[src/rtl/param_wormhole_router.sv]
// Five-port XY wormhole router: per-input FIFOs, per-output packet locks
// with round-robin arbitration among header flits routed to that output.
module param_wormhole_router #(
  parameter int FLIT_W       = 4,
  parameter int PKT_FLITS    = 8,
  parameter int FIFO_DEPTH   = 4,
  parameter int COORD_W      = 2,
  parameter int X_COORDINATE = 1,
  parameter int Y_COORDINATE = 1
) (
  input  logic                clk,
  input  logic                reset,
  input  logic [5*FLIT_W-1:0] in_flit,
  input  logic [4:0]          in_valid,
  output logic [4:0]          in_ready,
  output logic [5*FLIT_W-1:0] out_flit,
  output logic [4:0]          out_valid,
  input  logic [4:0]          out_ready,
  output logic [4:0]          stall
);
  localparam int AW = (FIFO_DEPTH > 1) ? $clog2(FIFO_DEPTH) : 1;
  localparam int CW = (PKT_FLITS > 1) ? $clog2(PKT_FLITS) : 1;
  localparam logic [COORD_W-1:0] MY_X = COORD_W'(X_COORDINATE);
  localparam logic [COORD_W-1:0] MY_Y = COORD_W'(Y_COORDINATE);
  localparam logic [CW-1:0] LAST_CNT = CW'(PKT_FLITS - 1);
  localparam logic [AW:0] FULL_CNT = (AW + 1)'(FIFO_DEPTH);

  typedef enum logic {LK_IDLE, LK_LOCKED} lock_t;

  function automatic logic [2:0] route(input logic [FLIT_W-1:0] f);
    logic [COORD_W-1:0] dx;
    logic [COORD_W-1:0] dy;
    dx = f[COORD_W-1:0];
    dy = f[2*COORD_W-1:COORD_W];
    if (dx > MY_X)      route = 3'd3;
    else if (dx < MY_X) route = 3'd4;
    else if (dy > MY_Y) route = 3'd1;
    else if (dy < MY_Y) route = 3'd2;
    else                route = 3'd0;
  endfunction

  function automatic logic [2:0] wrap5(input logic [3:0] v);
    wrap5 = (v >= 4'd5) ? 3'(v - 4'd5) : v[2:0];
  endfunction

  logic [FLIT_W-1:0] head [5];
  logic [2:0]        route_dir [5];
  logic [2:0]        owner_arr [5];
  logic [4:0]        fifo_empty, fifo_full, fifo_push, fifo_pop;
  logic [4:0]        locked, owned, xfer;

  genvar gi;
  for (gi = 0; gi < 5; gi++) begin : g_in
    logic [FLIT_W-1:0] mem [FIFO_DEPTH];
    logic [AW-1:0]     wr_ptr_reg, rd_ptr_reg;
    logic [AW:0]       count_reg;

    assign fifo_empty[gi] = (count_reg == '0);
    assign fifo_full[gi]  = (count_reg == FULL_CNT);
    // Full refuses writes regardless of a concurrent pop.
    assign in_ready[gi]   = reset & ~fifo_full[gi];
    assign fifo_push[gi]  = in_valid[gi] & in_ready[gi];
    assign head[gi]       = mem[rd_ptr_reg];
    assign route_dir[gi]  = route(head[gi]);
    assign stall[gi]      = ~fifo_empty[gi] & ~fifo_pop[gi];

    always_ff @(posedge clk) begin
      if (fifo_push[gi]) mem[wr_ptr_reg] <= in_flit[gi*FLIT_W +: FLIT_W];
    end

    always_ff @(posedge clk or negedge reset) begin
      if (!reset) begin
        wr_ptr_reg <= '0;
        rd_ptr_reg <= '0;
        count_reg  <= '0;
      end else begin
        if (fifo_push[gi]) wr_ptr_reg <= wr_ptr_reg + AW'(1);
        if (fifo_pop[gi])  rd_ptr_reg <= rd_ptr_reg + AW'(1);
        count_reg <= count_reg + (AW + 1)'(fifo_push[gi]) - (AW + 1)'(fifo_pop[gi]);
      end
    end
  end

  // An input whose packet is in flight is never a header candidate elsewhere.
  always_comb begin
    owned    = '0;
    fifo_pop = '0;
    for (int o = 0; o < 5; o++) begin
      if (locked[o]) begin
        owned[owner_arr[o]]    = 1'b1;
        fifo_pop[owner_arr[o]] = fifo_pop[owner_arr[o]] | xfer[o];
      end
    end
  end

  for (gi = 0; gi < 5; gi++) begin : g_out
    lock_t             state_reg, state_next;
    logic [2:0]        owner_reg, owner_next;
    logic [2:0]        ptr_reg, ptr_next;
    logic [CW-1:0]     cnt_reg, cnt_next;
    logic [4:0]        req;
    logic [2:0]        winner, idx;
    logic              found;
    logic              out_valid_w;
    logic [FLIT_W-1:0] out_flit_w;

    always_comb begin
      req    = '0;
      winner = ptr_reg;
      found  = 1'b0;
      idx    = '0;
      for (int p = 0; p < 5; p++) begin
        req[p] = ~fifo_empty[p] & ~owned[p] & (route_dir[p] == 3'(gi));
      end
      for (int i = 0; i < 5; i++) begin
        idx = wrap5({1'b0, ptr_reg} + 4'(i));
        if (!found && req[idx]) begin
          winner = idx;
          found  = 1'b1;
        end
      end
    end

    always_ff @(posedge clk or negedge reset) begin
      if (!reset) begin
        state_reg <= LK_IDLE;
        owner_reg <= '0;
        ptr_reg   <= '0;
        cnt_reg   <= '0;
      end else begin
        state_reg <= state_next;
        owner_reg <= owner_next;
        ptr_reg   <= ptr_next;
        cnt_reg   <= cnt_next;
      end
    end

    always_comb begin
      state_next = state_reg;
      owner_next = owner_reg;
      ptr_next   = ptr_reg;
      cnt_next   = cnt_reg;
      case (state_reg)
        LK_IDLE: begin
          if (found) begin
            state_next = LK_LOCKED;
            owner_next = winner;
            cnt_next   = '0;
            ptr_next   = wrap5({1'b0, winner} + 4'd1);
          end
        end
        LK_LOCKED: begin
          if (xfer[gi]) begin
            if (cnt_reg == LAST_CNT) begin
              state_next = LK_IDLE;
              cnt_next   = '0;
            end else begin
              cnt_next = cnt_reg + CW'(1);
            end
          end
        end
        default: state_next = LK_IDLE;
      endcase
    end

    always_comb begin
      out_valid_w = 1'b0;
      out_flit_w  = '0;
      if (state_reg == LK_LOCKED) begin
        out_valid_w = ~fifo_empty[owner_reg];
        out_flit_w  = head[owner_reg];
      end
    end

    assign locked[gi]                       = (state_reg == LK_LOCKED);
    assign owner_arr[gi]                    = owner_reg;
    assign out_valid[gi]                    = out_valid_w;
    assign out_flit[gi*FLIT_W +: FLIT_W]    = out_flit_w;
    assign xfer[gi]                         = out_valid_w & out_ready[gi];
  end
endmodule
[config.mk]
export PLATFORM = sky130hd
export DESIGN_NAME = param_wormhole_router
export DESIGN_NICKNAME = d
export VERILOG_FILES = /design/src/rtl/param_wormhole_router.sv
export SDC_FILE = /design/constraint.sdc
export NUM_CORES = 1
export LEC_CHECK = 0
export CORE_ASPECT_RATIO = 2
export CORE_MARGIN = 5
export CORE_UTILIZATION = 59
export DETAILED_ROUTE_END_ITERATION = 8
export PLACE_DENSITY = 0.75
export SYNTH_ARGS = -nofsm -noshare
export SYNTH_HDL_FRONTEND = slang
export SYNTH_SLANG_ARGS = --single-unit
export TNS_END_PERCENT = 1
[constraint.sdc]
create_clock -name clk -period 5.5 [get_ports clk]
set_input_delay 0.55 -clock clk [delete_from_list [all_inputs] [get_ports clk]]
set_output_delay 0.55 -clock clk [all_outputs]
set_load 0.1 [all_outputs]
# Yosys cells after proc, flatten, opt, wreduce, memory -nomap -nowiden
# Memories as Yosys holds them, arrays and structs flattened.
# Index checks and enable logic that the tools add are counted.
[op_classes] n_addsub=80 muxes=268 n_eq_ne=40 n_lt_le_gt_ge=90 n_reduce_logical=65 bitwise_logic=95
[op_table] op="3-bit two-way mux" count=82
[op_table] op="3-bit by 4-bit less-than comparator with 1-bit output (second input constant)" count=30
[op_table] op="1-bit binary-select mux with 3-bit select" count=34
[op_table] op="4-bit by 3-bit >= comparator with 1-bit output (second input constant)" count=25
[op_table] op="1-bit two-way mux" count=95
[op_table] op="3-bit subtractor (second input constant)" count=30
[op_table] op="4-bit binary-select mux with 3-bit select" count=5
[op_table] op="4-bit two-way mux" count=15
[op_table] op="1-bit bitwise AND" count=50
[op_table] op="5-bit two-way mux" count=10
[op_table] op="3-bit == test (second input constant)" count=15
[op_table] op="3-bit by 1-bit adder with 4-bit output (second input constant)" count=10
[op_table] op="3-bit by 2-bit adder with 4-bit output (second input constant)" count=10
[op_table] op="3-bit by 2-bit == test with 1-bit output (second input constant)" count=10
[op_table] op="3-bit logical NOT" count=10
[op_table] op="1-bit inverter" count=30
[op_table] op="3-bit one-hot mux with 2 select lines" count=5
[op_table] op="1-bit logical AND" count=25
[op_table] op="2-bit by 1-bit adder with 2-bit output (second input constant)" count=10
[op_table] op="3-bit by 3-bit adder with 4-bit output (second input constant)" count=5
[op_table] op="5-bit bitwise mux" count=4
[op_table] op="4-bit >= comparator (second input constant)" count=5
[op_table] op="2-bit by 1-bit greater-than comparator with 1-bit output (second input constant)" count=10
[op_table] op="1-bit logical NOT" count=20
[op_table] op="16 further kinds" count=93
[word_totals] ram_bits=80 in_bits=32 regBits=85 output_inout_bits=35 memories=6 romBits=8
[memory_table] name="g_in[0].mem" depth=4 word_bits=4 read_ports=1 rd_ports_with_merged_regs=0 write_ports=1 line_no="54" source="logic [FLIT_W-1:0] mem [FIFO_DEPTH];"
[memory_table] name="g_in[1].mem" depth=4 word_bits=4 read_ports=1 rd_ports_with_merged_regs=0 write_ports=1 line_no="54"
[memory_table] name="g_in[2].mem" depth=4 word_bits=4 read_ports=1 rd_ports_with_merged_regs=0 write_ports=1 line_no="54"
[memory_table] name="g_in[3].mem" depth=4 word_bits=4 read_ports=1 rd_ports_with_merged_regs=0 write_ports=1 line_no="54"
[memory_table] name="g_in[4].mem" depth=4 word_bits=4 read_ports=1 rd_ports_with_merged_regs=0 write_ports=1 line_no="54"
[memory_table] name="(name not given)" depth=8 word_bits=1 read_ports=1 rd_ports_with_merged_regs=0 write_ports=0 line_no="91" source="fifo_pop[owner_arr[o]] = fifo_pop[owner_arr[o]] | xfer[o];"

# Logic depth before layout (Yosys ltp)
# Gate-level depths: netlist of the first run.
[depth] depth_word=34 depth_mapped=21 depth_no_buf=20

# Worst setup path before layout of the first run
# No wires, ideal clock.
[synth_path] kind="register to register" start="register g_out[0].ptr_reg[0]" end="register g_out[0].ptr_reg[1]" setup_time_ns=0.125 stages_incl_launch_ff=21 path_slack_ns=0.936 synth_period_minus_slack_ns=4.564 arrival_time_ns=4.439 path_buffers=1 path_cell_list="dfrtp_1 -> buf_1 -> inv_2 -> ha_1 -> inv_1 -> fa_1 -> o21a_1 -> or2_2 -> mux2_4 -> or3_1 -> a211o_1 -> a21oi_1 -> a211oi_1 -> o22a_1 -> clkinv_2 -> ha_1 -> inv_1 -> or4_4 -> o221ai_2 -> xnor2_1 -> mux2_2"
[synth_via] elab_chain_len=20 elab_cells_between_ends=52 classes_between="11 x add/sub; 6 x order compare; 26 x mux; 9 x reduce/logical"
[synth_lines] item="start: declaration" line_no="99" source="logic [2:0] ptr_reg, ptr_next;"
[synth_lines] item="start signal: assignment" line_no="133" source="ptr_reg <= ptr_next;"
[synth_lines] item="parallel branches: the longest is 16 deep, another holds 3-bit by 1-bit adder with 4-bit output"
[synth_lines] item="3-bit two-way mux (*)" line_no="117" source="if (!found && req[idx]) begin"
[synth_lines] item="net g_out[0].winner[0]" line_no="102" source="logic [2:0] winner, idx;"
[synth_lines] item="3-bit by 1-bit adder with 4-bit output (*)" line_no="149" source="ptr_next = wrap5({1'b0, winner} + 4'd1);"
[synth_lines] item="4-bit by 3-bit >= comparator with 1-bit output or 3-bit subtractor (tied branches)" line_no="43" source="wrap5 = (v >= 4'd5) ? 3'(v - 4'd5) : v[2:0];"
[synth_lines] item="3-bit two-way mux (*)" line_no="43"
# Mark *: on every way through the listed nets, which the timed path passes. The select of a mux whose other input is x is not followed.
# A chain may end at the register's enable or synchronous reset.

# Final worst setup path of the first run
[layout_path] start="register g_out[1].ptr_reg[1]" end="register g_out[1].ptr_reg[1]"
[layout_via] elab_chain_len=20 elab_cells_between_ends=52 classes_between="11 x add/sub; 6 x order compare; 26 x mux; 9 x reduce/logical"
[layout_lines] item="start: declaration" line_no="99"
[layout_lines] item="start signal: assignment" line_no="133"
[layout_lines] item="parallel branches: the longest is 16 deep, another holds 3-bit by 1-bit adder with 4-bit output"
[layout_lines] item="3-bit two-way mux (*)" line_no="117"
[layout_lines] item="net g_out[1].winner[1]" line_no="102"
[layout_lines] item="3-bit by 1-bit adder with 4-bit output (*)" line_no="149"
[layout_lines] item="4-bit by 3-bit >= comparator with 1-bit output or 3-bit subtractor (tied branches)" line_no="43"
[layout_lines] item="3-bit two-way mux (*)" line_no="43"
# Marks and branches as above.

==> run_results.csv, run 1 <==
group,metric,value,unit
floorplanning,start_util,59.9,%
drt,drt_pass1_iterations,6,
global_routing,grt_max_degree,51,
synth,ys_seq_elements,165,
global_routing,grt_pass1_vias,12500,
layout,largest_register_ffs,80,
layout,fillers,1922,
floorplanning,core_area,0.0233,sq mm
layout,drive_above_1_share,11.3,%
sta,slew_viol_final,0,
worst_setup_path,critPathSlowestCell,"or4b_1",
worst_setup_path,reg2reg_slack,0.37,ns
sta,max_slew_margin,32.7,%
synth,syn-mean-instance-area,9.30,sq um
synth,synthArstFlopShare,51.5,%
clock_tree,clock_sinks,165,
clock_tree,clock_latency,0.46,ns
worst_setup_path,reg2reg_to,"g_out[1].ptr_reg[1]",
global_routing,grt_remaining_overflow,0,
clock_tree,numCtsBuffers,17,
clock_tree,clk_path_buf_depth,2,
layout,area_growth,10.6,%
worst_setup_path,cp-end-kind,"flip-flop",
floorplanning,std_cell_rows,79,
synth,synth_edf_count,80,
sta,period_minus_slack,5.13,ns
synth,yosys.area.top_type_share,17.2,%
global_routing,grt.total_usage,31.0,%
clock_tree,post_cts_buffers,0,
synth,syn_area,0.0140,sq mm
clock_tree,cts_hold_buf,0,
run,maxCapViolations,0,
synth,yosysWarnings,0,
worst_setup_path,max_stage_delay,0.56,ns
sta,tightest_slew,0.994,ns
sta,finalHoldViolations,0,
synth,synth-seq-area-share,32.4,%
clock_tree,cts_tree,"done",
worst_setup_path,worst_r2r_path_depth,17,
sta,max_freq,195,MHz
synth,synthDistinctLibCells,113,
layout,antenna_cells,0,
sta,tns,0,ns
sta,fin_crit_sh,93.3,%
placement,portBuffers,66,
drt,via_per_inst,6.76,
run_status,status,"finished clean",
floorplanning,fp.dieH,228,um
clock_tree,ctsResizeCount,0,
layout,regMostFlops,"g_in.mem",
worst_setup_path,worstSetupPathType,"reg -> reg",
synth,yosysTopAreaCell,"edfxtp_1",
clock_tree,clockRootBuffer,"clkbuf_16",
clock_tree,cts_max_level,4,
worst_setup_path,worstSetupStartpointType,"flip-flop",
sta,rsz0062_at_grt,"false",
sta,setup_viol,0,
floorplanning,die-area,0.0271,sq mm
clock_tree,path_clk_slew,0.07,ns
global_routing,grt_first_pass_wirelength,65700,um
worst_setup_path,r2r-start,"g_out[1].ptr_reg[1]",
drt,vias,12500,
drt,post_drt_wl_per_cell,22.7,um
synth,synth_area_leaders,"edfxtp_1 17%, dfrtp_1 15%, ha_1 8.0%, mux4_2 4.4%, mux2i_1 3.9%",
placement,gp_congestion,1.05,
worst_setup_path,cp_common_cell,"ha_1",
worst_setup_path,crit_fanout,8,
layout,nNetsFinal,1685,
synth,ys.flop_type,"dfrtp_1",
sta,skew,0.0163,ns
floorplanning,ios,67,
drt,drt_iter0_markers,903,
drt,drc,0,
worst_setup_path,path_cells,"inv_1 -> ha_1 -> ha_1 -> a211oi_1 -> o21ai_0 -> and3b_1 -> o2111a_1 -> nor3_1 -> or4b_1 -> o22ai_1 -> inv_2 -> ha_1 -> nand2_1 -> mux2i_1 -> a21oi_1 -> o21bai_1 -> a31o_1",
global_routing,antenna_found_initial,0,
synth,synthCells,1502,
worst_setup_path,arrival,5.48,ns
min_path,hp-class,"in -> async",
floorplanning,die_w,119,um
synth,synth_nets,1633,
placement,dpl.hpwl,31700,um
worst_setup_path,cp_data_required_time,5.84,ns
drt,ant_nets,0,
drt,wl,42000,um
[routing by layer]
layer	wire length (um)	track usage, %	vias up
li1	-	-	5711
met1	14300	31.0	5969
met2	22200	58.3	583
met3	2190	4.88	237
met4	3230	21.7	0
met5	0	0	-
[placed cells by master (no fill, tap or decap), drive strengths merged, types with 7 or more instances in the layout]
master,netlist,layout
a211oi,12,12
a21o,17,17
a21oi,85,85
a22oi,16,16
a31oi,18,18
and2,25,25
and3,30,30
and3b,7,7
buf,29,38
clkbuf,36,18
clkdlybuf4s50,0,60
clkinv,4,7
dfrtp,85,85
edfxtp,80,80
fa,10,10
ha,89,89
inv,90,96
mux2,22,22
mux2i,55,55
mux4,27,27
nand2,113,113
nand2b,29,29
nand3,40,40
nand4,21,21
nor2,120,120
nor2b,21,21
nor3,44,44
nor3b,9,9
nor4,10,10
nor4bb,14,14
o211ai,10,10
o21a,7,7
o21ai,83,83
o22a,15,15
o22ai,31,31
o31ai,12,12
or2,15,15
or3,15,15
xnor2,46,46
xor2,7,7
[synthesized netlist by cell type, types with 8 or more instances]
master	instances
a22oi_1	16
a211oi_1	11
nor2_1	120
or3_1	15
nand3_1	37
nor2b_1	18
o31ai_1	12
o21ai_0	68
mux2i_1	55
a21oi_1	85
a21o_1	15
o22a_1	15
nor4bb_1	14
o211ai_1	9
a31oi_1	17
dfrtp_1	85
o22ai_1	31
xnor2_1	46
o21ai_1	15
and2_1	18
inv_1	85
buf_2	11
nand2_1	113
edfxtp_1	80
and3_1	30
fa_1	10
nand2b_1	28
nand4_1	21
clkbuf_1	35
or2_2	10
nor4_1	10
nor3b_1	8
mux2_2	19
ha_1	89
nor3_1	40
mux4_2	27
[final cells by class]
cell class,count,area [sq um],share of cell area [%]
Tap cell,283,354,2.29
Sequential cell,165,4530,29.3
Clock buffer,18,439,2.84
Multi-Input combinational cell,1178,8750,56.6
Inverter,94,367,2.37
Clock inverter,14,140,0.906
Timing Repair Buffer,98,886,5.73
[how the worst max path moves through the flow]
stage	endpoint	start	slack, ns
2_1_floorplan	g_out[0].ptr_reg[1]	g_out[0].ptr_reg[0]	0.94
3_3_place_gp	g_out[1].ptr_reg[1]	g_out[1].ptr_reg[1]	0.57
3_5_place_dp	g_out[1].ptr_reg[1]	g_out[1].ptr_reg[1]	0.53
4_1_cts	g_out[1].ptr_reg[1]	g_out[1].ptr_reg[1]	0.51
5_1_grt	g_out[1].ptr_reg[1]	g_out[1].ptr_reg[1]	0.15
6_report	g_out[1].ptr_reg[1]	g_out[1].ptr_reg[1]	0.37
[stage by stage]
stage,hold WS [ns],cells,utilization (%),area (sq um),worst slack (ns)
final,0.0686,1850,66.3,15500,0.368
after global routing,0.114,1850,66.3,15500,0.152
after CTS,0.0808,1850,66.3,15500,0.511
after detailed placement,0.496,1818,63.8,14900,0.532
after global placement,0.484,1818,63.8,14900,0.572
after floorplan,0.254,1502,-,14000,0.936
[logic make-up (layout without fill, tap and decap cells)]
| logic type | Yosys count | count (layout) | share of synthesized area (%) |
|---|---|---|---|
| XOR/XNOR | 53 | 53 | 3.32 |
| flip-flops | 165 | 165 | 32.4 |
| multiplexers | 104 | 104 | 10.1 |
| AO/OA/AOI/OAI | 378 | 378 | 18.6 |
| buffers and inverters | 159 | 224 | 5.00 |
| adder cells (fa/ha/maj) | 99 | 99 | 9.40 |
| AND/OR/NAND/NOR | 544 | 544 | 21.2 |
[worst max-delay path: cells and delay by family, from the launching register on]
family	cells	cell delay, ns
mux	1	0.09
buf+inv	2	0.30
flops	1	0.53
compound gates	7	1.88
fa+ha+maj	3	0.93
simple gates	4	1.28
Power of run 1 is left out: the tool's default activity adds up to more than one toggle a clock period on the data nets, which glitch-free logic cannot reach.
==> run 2: changes to the inputs <==
--- a/config.mk
+++ b/config.mk
@@ -9,7 +9,8 @@
 export CORE_MARGIN = 5
 export CORE_UTILIZATION = 59
 export DETAILED_ROUTE_END_ITERATION = 8
-export PLACE_DENSITY = 0.75
+export DONT_BUFFER_PORTS = 1
+export PLACE_DENSITY = 0.72
 export SYNTH_ARGS = -nofsm -noshare
 export SYNTH_HDL_FRONTEND = slang
 export SYNTH_SLANG_ARGS = --single-unit
==> run_results.csv, run 2 (synthesized netlist as in run 1, its figures left out) <==
group,metric,value,unit
floorplanning,fp.dieH,228,um
clock_tree,cts_max_level,4,
drt,ant_nets,0,
layout,regMostFlops,"g_in.mem",
drt,drc,0,
layout,layout_commonest_cell,"nand2_1",
worst_setup_path,arrival,5.17,ns
drt,vias,12200,
drt,wl,40400,um
layout,largest_register_ffs,80,
global_routing,grt.total_usage,29.9,%
sta,holdWs,-0.00439,ns
sta,rsz0062_at_grt,"false",
sta,period_minus_slack,4.84,ns
layout,drive_above_1_share,13.0,%
clock_tree,clock_latency,0.45,ns
worst_setup_path,cp_data_required_time,5.83,ns
worst_setup_path,worstSetupStartpointType,"flip-flop",
drt,post_drt_wl_per_cell,22.6,um
placement,portBuffers,0,
global_routing,grt_remaining_overflow,0,
placement,gp_congestion,1.02,
global_routing,grt_max_degree,86,
floorplanning,die-area,0.0271,sq mm
layout,area_growth,7.15,%
layout,nNetsFinal,1625,
drt,via_per_inst,6.80,
floorplanning,std_cell_rows,79,
run_status,status,"finished, violations left",
drt,drt_pass1_iterations,7,
sta,setup_viol,0,
sta,tightest_slew,1.19,ns
clock_tree,clock_sinks,165,
sta,slew_viol_final,0,
global_routing,antenna_found_initial,1,
run,maxCapViolations,0,
clock_tree,clk_path_buf_depth,2,
clock_tree,path_clk_slew,0.07,ns
min_path,hp-class,"in -> async",
clock_tree,clockRootBuffer,"clkbuf_16",
sta,max_freq,207,MHz
drt,drt_iter0_markers,1021,
sta,skew,0.0106,ns
clock_tree,post_cts_buffers,0,
clock_tree,numCtsBuffers,17,
worst_setup_path,worstSetupPathType,"reg -> reg",
run_status,violations,"hold timing",
sta,finalHoldViolations,2,
floorplanning,ios,67,
worst_setup_path,cp-end-kind,"flip-flop",
floorplanning,die_w,119,um
layout,antenna_cells,0,
placement,dpl.hpwl,30900,um
global_routing,grt_pass1_vias,12400,
worst_setup_path,crit_fanout,8,
layout,fin_util,64.2,%
global_routing,grt_first_pass_wirelength,63500,um
placement,post-place-ws,0.752,ns
sta,tns,0,ns
floorplanning,core_area,0.0233,sq mm
sta,setup_slack,0.665,ns
clock_tree,cts_tree,"done",
floorplanning,start_util,59.9,%
sta,max_slew_margin,20.3,%
sta,fin_crit_sh,87.9,%
layout,layout_common_cells,"113 x nand2_1, 107 x nor2_1, 89 x ha_1",
==> run 2: changes by cell type in the layout (fill, tap and decap cells not counted), sizes merged <==
cell | before | now
bufinv | 1 | 0
clkbuf | 18 | 17
clkdlybuf4s50 | 60 | 0
clkinv | 7 | 11
clkinvlp | 4 | 1
inv | 96 | 97
==> run 2: final timing paths <==
check / startpoint / to / cells after the start / slack [ns]
min in group clk: in_flit[10] / g_in[2].mem[3][2] / 0 / 0.19
max: g_out[1].ptr_reg[0] / g_out[1].ptr_reg[1] / 19 / 0.66
min reg2reg: g_out[0].cnt_reg[1] / g_out[0].cnt_reg[1] / 2 / 0.51
min: reset / g_out[4].cnt_reg[1] / 1 / -0.004
max in group asynchronous: reset / g_in[3].wr_ptr_reg[1] / 1 / 5.08
max reg2reg: g_out[1].ptr_reg[0] / g_out[1].ptr_reg[1] / 19 / 0.66
==> run 2: critical path: stages (launching register included) <==
cell and delay [ns]:
dfrtp_1 0.46, clkinv_1 0.11, buf_4 0.17, ha_1 0.17, inv_1 0.05, fa_1 0.45
or2_2 0.34, o21ai_1 0.36, or2_2 0.19, a2bb2oi_1 0.23, nand2_1 0.22, or4b_1 0.63
o22ai_1 0.37, inv_2 0.07, ha_1 0.26, nand2_1 0.10, mux2i_1 0.09, a21oi_1 0.13
o21bai_1 0.08, a31o_1 0.24
==> run 2: repair_timing <==
| action | 4_1_cts | 5_1_grt |
|---|---|---|
| hold endpoints to repair | 85 | 0 |
| hold buffers | 1 | 0 |
| resized for setup | 0 | 0 |
==> run 2: cell type report <==
type	count	area, sq um
well taps	283	354
fillers	1947	8350
clock buffers	17	425
multi-input cells	1178	8830
repair buffers	38	305
inverters	94	367
clock inverters	15	161
flip-flops and latches	165	4530
==> run 2: through the flow <==
| step | cells | area (sq um) | hold WS [ns] |
|---|---|---|---|
| 2_1_floorplan | 1502 | 14000 | 0.254 |
| 4_1_cts | 1790 | 15000 | 0.0257 |
| 3_5_place_dp | 1757 | 14400 | 0.257 |
| 6_report | 1790 | 15000 | -0.00439 |
| 3_3_place_gp | 1757 | 14400 | 0.258 |
| 5_1_grt | 1790 | 15000 | 0.0367 |
==> run 2: routing by layer <==
layer | track usage, % | wire, um | part of all wire [%]
met4 | 20.7 | 2910 | 7.2
met2 | 56.1 | 21600 | 54
met3 | 6.29 | 2540 | 6.3
met1 | 29.0 | 13300 | 33
met5 | 0 | 13 | 0.032
Power of run 2 is left out for the same reason.
